## src/rtl/add_pkg.sv

```systemverilog
// Shared sizing and FSM state type for the adder-sum accumulator stage.
package add_pkg;

  localparam int unsigned SUM_W = 5;
  localparam int unsigned NSAMP = 4;
  localparam int unsigned ACC_W = SUM_W + $clog2(NSAMP);

  typedef enum logic [1:0] {
    IDLE = 2'd0,
    ACC  = 2'd1,
    HOLD = 2'd2
  } state_e;

endpackage

```

## src/rtl/sum_accum.sv

```systemverilog
// Accumulates NSAMP unsigned adder sums into a frame total, average and maximum,
// then holds the result until the consumer acknowledges it.
module sum_accum #(
  parameter int unsigned SUM_W = add_pkg::SUM_W,
  parameter int unsigned NSAMP = add_pkg::NSAMP
) (
  input  logic                            clk,
  input  logic                            rst,
  input  logic [SUM_W-1:0]                sum_in,
  input  logic                            sum_vld,
  output logic                            in_rdy,
  output logic [SUM_W+$clog2(NSAMP)-1:0]  acc_out,
  output logic [SUM_W-1:0]                avg_out,
  output logic [SUM_W-1:0]                max_out,
  output logic                            out_vld,
  input  logic                            out_rdy
);

  import add_pkg::*;

  localparam int unsigned LOG2N = $clog2(NSAMP);
  localparam int unsigned ACC_W = SUM_W + LOG2N;
  localparam int unsigned CNT_W = $clog2(NSAMP + 1);

  state_e              state_q;
  logic [CNT_W-1:0]    cnt_q;
  logic [ACC_W-1:0]    total_q;
  logic [SUM_W-1:0]    max_q;
  logic                in_rdy_q;
  logic                out_vld_q;
  logic [ACC_W-1:0]    res_acc_q;
  logic [SUM_W-1:0]    res_avg_q;
  logic [SUM_W-1:0]    res_max_q;

  logic [ACC_W-1:0]    total_d;
  logic [SUM_W-1:0]    max_d;
  logic                accept;
  logic                last;

  always_comb begin
    total_d = total_q + ACC_W'(sum_in);
    // Strict compare: an equal sample keeps the existing maximum.
    max_d   = (sum_in > max_q) ? sum_in : max_q;
    accept  = sum_vld && in_rdy_q;
    last    = (cnt_q == CNT_W'(NSAMP - 1));
  end

  always_ff @(posedge clk or posedge rst) begin
    if (rst) begin
      state_q   <= IDLE;
      cnt_q     <= '0;
      total_q   <= '0;
      max_q     <= '0;
      in_rdy_q  <= 1'b1;
      out_vld_q <= 1'b0;
      res_acc_q <= '0;
      res_avg_q <= '0;
      res_max_q <= '0;
    end else begin
      case (state_q)
        IDLE: begin
          if (accept) begin
            total_q <= ACC_W'(sum_in);
            max_q   <= sum_in;
            cnt_q   <= CNT_W'(1);
            state_q <= ACC;
          end
        end
        ACC: begin
          if (accept) begin
            if (last) begin
              // Results are latched here so out_vld is visible the cycle after
              // the final sample; running state is cleared for the next frame.
              res_acc_q <= total_d;
              res_avg_q <= SUM_W'(total_d >> LOG2N);
              res_max_q <= max_d;
              out_vld_q <= 1'b1;
              in_rdy_q  <= 1'b0;
              total_q   <= '0;
              max_q     <= '0;
              cnt_q     <= '0;
              state_q   <= HOLD;
            end else begin
              total_q <= total_d;
              max_q   <= max_d;
              cnt_q   <= cnt_q + CNT_W'(1);
            end
          end
        end
        HOLD: begin
          if (out_rdy) begin
            res_acc_q <= '0;
            res_avg_q <= '0;
            res_max_q <= '0;
            out_vld_q <= 1'b0;
            in_rdy_q  <= 1'b1;
            state_q   <= IDLE;
          end
        end
        default: begin
          state_q   <= IDLE;
          in_rdy_q  <= 1'b1;
          out_vld_q <= 1'b0;
        end
      endcase
    end
  end

  assign in_rdy  = in_rdy_q;
  assign out_vld = out_vld_q;
  assign acc_out = res_acc_q;
  assign avg_out = res_avg_q;
  assign max_out = res_max_q;

endmodule

```

## config.mk

```make
export PLATFORM = sky130hd
export DESIGN_NAME = sum_accum
export DESIGN_NICKNAME = d
export VERILOG_FILES = /design/src/rtl/add_pkg.sv /design/src/rtl/sum_accum.sv
export SDC_FILE = /design/constraint.sdc
export NUM_CORES = 1
export LEC_CHECK = 0
export BUFFER_PORTS_ARGS = -buffer_cell sky130_fd_sc_hd__buf_2
export CAP_MARGIN = 20
export CORE_ASPECT_RATIO = 0.6
export CORE_MARGIN = 2
export CORE_UTILIZATION = 50
export DETAILED_ROUTE_END_ITERATION = 10
export HOLD_SLACK_MARGIN = 0.1
export MAX_ROUTING_LAYER = met4
export PLACE_DENSITY = 0.72
export SLEW_MARGIN = 25
export SYNTH_ARGS = -nofsm -noshare
export SYNTH_HDL_FRONTEND = slang
export SYNTH_SLANG_ARGS = --single-unit
export TNS_END_PERCENT = 1
```

## constraint.sdc

```tcl
create_clock -name clk -period 3.3 [get_ports clk]
set_clock_uncertainty 0.2 [all_clocks]
set_input_delay 0.66 -clock clk [delete_from_list [all_inputs] [get_ports clk]]
set_output_delay 0.66 -clock clk [all_outputs]
set_load 0.005 [all_outputs]
```

==> flow_summary_export.csv <==
group,metric,value,unit
detailed_routing,first_pass_iters,4,
synth,synthTopCellsByArea,"dfrtp_1 (43%), ha_1 (8.0%), a22o_1 (5.1%)",
global_routing,grt_max_degree,32,
sta,post-route-min-period,2580,ps
clock_tree,htreeDepth,2,
flow_run,max_cap_viol_count,0,
worst_setup_path,regToRegStartpoint,"max_q[3]",
outcome,status,"finished clean",
synth,syn_area_per_cell,10.1,um2
power_and_ir_drop,irDropWorstVdd,0.503,mV
detailed_routing,routed_wl,3830,um
worst_setup_path,path_buf_inv,1,
power_and_ir_drop,p_per_area,915,nW/um2
detailed_routing,drc,0,
global_routing,grt_pass1_wl,6730,um
synth,synth_cell_types,47,
power_and_ir_drop,p_int,1.13,mW
synth,yosysSeqAreaShare,0.450,
place,placed_area,1860,um2
worst_setup_path,critPathSlowestCell,"a21oi_1",
synth,synthArstFlopShare,1.00,
sta,finalSetupTns,0,ps
clock_tree,clock-root-buffer,"clkbuf_8",
global_routing,met1_usage,0.331,
cells_and_area,nNetsFinal,217,
place,io_buffers,27,
min_path,hp-class,"input port to async pin",
cells_and_area,design_area,1980,um2
worst_setup_path,critPathKind,"input port to flop",
detailed_routing,final_antenna_net_count,0,
sta,fmax,387,MHz
detailed_routing,via_count,1392,
global_routing,grt-ovfl-total,0,
sta,max_slew_margin,0.374,
power_and_ir_drop,power_frac_seq,0.351,
clock_tree,clkSinkCount,31,
clock_tree,cts_hold_buf,0,
global_routing,grt_use_met3,0.0531,
worst_setup_path,slowest_delay,740,ps
worst_setup_path,path_delay_family,"compound AO/OA/AOI/OAI gates",
clock_tree,clockBufferDepth,2,
power_and_ir_drop,power.total,1.81,mW
power_and_ir_drop,power_frac_comb,0.436,
global_routing,grt_pass1_vias,1387,
clock_tree,clk_pin_slew,70,ps
global_routing,busiest_layer,"met1",
synth,synth_warnings,0,
sta,tightest_slew,939,ps
worst_setup_path,crit_arrival,2550,ps
cells_and_area,final_util,0.602,
global_routing,antenna_found_initial,0,
cells_and_area,drive_above_1_share,0.234,
sta,grt_setup_unrepaired,"false",
synth,synth_edf_count,0,
synth,syn_inst,171,
worst_setup_path,crit_fanout,11,
clock_tree,cts_resized,0,
floorplan,core-area,3280,um2
cells_and_area,fill_cells,293,
power_and_ir_drop,sw_frac_of_total,0.375,
worst_setup_path,startpoint_type,"input port",
synth,yosysTopAreaCellShare,0.434,
power_and_ir_drop,total_leakage_power,0.944,nW
floorplan,io_pins,28,
synth,netlist_area,1730,um2
worst_setup_path,critPathLaunch,"sum_in[3]",
sta,setup_viol,0,
detailed_routing,routedWlPerCell,15.8,um
worst_setup_path,required,3270,ps
floorplan,fp.dieH,49.5,um
global_routing,met2_usage,0.321,
sta,hold_violations,0,
floorplan,rows,16,
global_routing,grt_usage,0.234,
synth,synth-seq-cells,31,
clock_tree,cts_made_buffers,5,
detailed_routing,via_per_inst,5.75,
clock_tree,clkLatencyLatePin,280,ps
place,place.gp.congestion,0.903,
worst_setup_path,cp-end-kind,"flop",
sta,post-route-period-util,0.782,
clock_tree,postCtsSetupRepairBufs,0,
synth,ys.flop_type,"dfrtp_1",
power_and_ir_drop,p_switching,0.678,mW
power_and_ir_drop,p_clk_frac,0.213,
synth,synth_fp_nets,192,
sta,drv_slew,0,
floorplan,dieArea,3960,um2
floorplan,fp.dieW,79.9,um
floorplan,start_util,0.526,
place,dp_hpwl,2870,um
worst_setup_path,path_cells,"buf_2, ha_1, nand3_1, o22ai_1, a21oi_1, o21ai_2, a22o_1",
clock_tree,cts_tree,"done",
cells_and_area,syn2layout_area_growth,14.3,%
synth,synth_area_leader_cell,"dfrtp_1",
cells_and_area,diodes,0,
detailed_routing,drtIter0Drc,155,
-- cell type report --
cell class | instances | area, um2 | share of cell area
clock inverter | 2 | 35.0 | 0.0177
multi-input combinational | 116 | 830 | 0.420
timing repair buffer | 28 | 143 | 0.0722
clock buffer | 6 | 82.6 | 0.0418
inverter | 14 | 52.6 | 0.0266
sequential | 31 | 777 | 0.393
tap | 45 | 56.3 | 0.0285
-- final timing paths --
check | end | slack (ps) | cells past startpoint
worst max register to register | max_q[4] | 830 | 7
worst min register to register | out_vld | 280 | 2
worst min-delay path | acc_out[2] | 250 | 3
min in group clk | out_vld | 280 | 2
worst max-delay path | max_q[4] | 720 | 7
max in group asynchronous | in_rdy | 2320 | 3
-- cells in the final DEF (no fill, tap or decap), drive strengths merged, types with 2 or more instances in the layout --
| cell | Yosys | final |
|---|---|---|
| a21oi | 7 | 7 |
| nor3 | 2 | 2 |
| clkbuf | 1 | 6 |
| nor2b | 2 | 2 |
| inv | 14 | 14 |
| o21ai | 17 | 17 |
| xnor2 | 4 | 4 |
| a32oi | 2 | 2 |
| nor2 | 7 | 7 |
| o21a | 3 | 3 |
| o311ai | 4 | 4 |
| a211oi | 2 | 2 |
| a22oi | 2 | 2 |
| nand2 | 18 | 18 |
| dfrtp | 30 | 30 |
| or3 | 2 | 2 |
| ha | 11 | 11 |
| a22o | 11 | 11 |
| nand3 | 5 | 5 |
| buf | 9 | 28 |
-- state kept, by name (all words and copies together), names as in the netlist --
signal,cells
acc_out,7
cnt_q,3
in_rdy,1
max_out,5
max_q,5
out_vld,1
state_q,2
total_q,7
-- worst register-to-register path: stages (launching register included) --
cell	delay, ps
dfrtp_1	360
inv_1	70
ha_1	310
nand3_1	130
o22ai_1	110
a21oi_1	740
o21ai_2	220
a22o_1	230
-- metrics by stage --
| stage | hold slack (ps) | std cells | worst slack [ps] |
|---|---|---|---|
| after floorplan | 254 | 171 | 993 |
| after global routing | 278 | 242 | 551 |
| after detailed placement | 269 | 234 | 477 |
| after CTS | 256 | 242 | 779 |
| after global placement | 257 | 234 | 623 |
| final | 248 | 242 | 718 |
-- cell usage after synthesis, drive strengths merged, types with 2 or more instances --
cell and number:
buf 9, dfrtp 30, nand3 5, a22o 11, nor2 7, nor2b 2, a21oi 7, o21ai 17
o21a 3, a211oi 2, a22oi 2, o311ai 4, nor3 2, or3 2, inv 14, ha 11
nand2 18, a32oi 2, xnor2 4
-- power by group through the flow --
stage	logic (mW)	registers [mW]	clock network, mW
after global placement	0.750	0.631	0
after global routing	0.894	0.658	0.411
after detailed placement	0.784	0.640	0
after CTS	0.787	0.635	0.393
final	0.787	0.635	0.385
after floorplan	0.577	0.631	0
-- kinds of logic after synthesis --
family / Yosys count / share of synthesized area
muxes: 1 / 0.00579
AOI/OAI and AO/OA: 56 / 0.232
and+or+nand+nor: 43 / 0.131
DFF: 31 / 0.450
xor gates and xnor gates: 4 / 0.0203
adders and majority gates: 12 / 0.0912
buffers and inverters: 24 / 0.0702
-- routing by layer --
layer | share of wire | vias up
li1 | - | 662
met1 | 0.47 | 667
met2 | 0.43 | 55
met3 | 0.074 | 8
met4 | 0.022 | 0
met5 | 0 | -
Power figures use the tool's default switching activity.
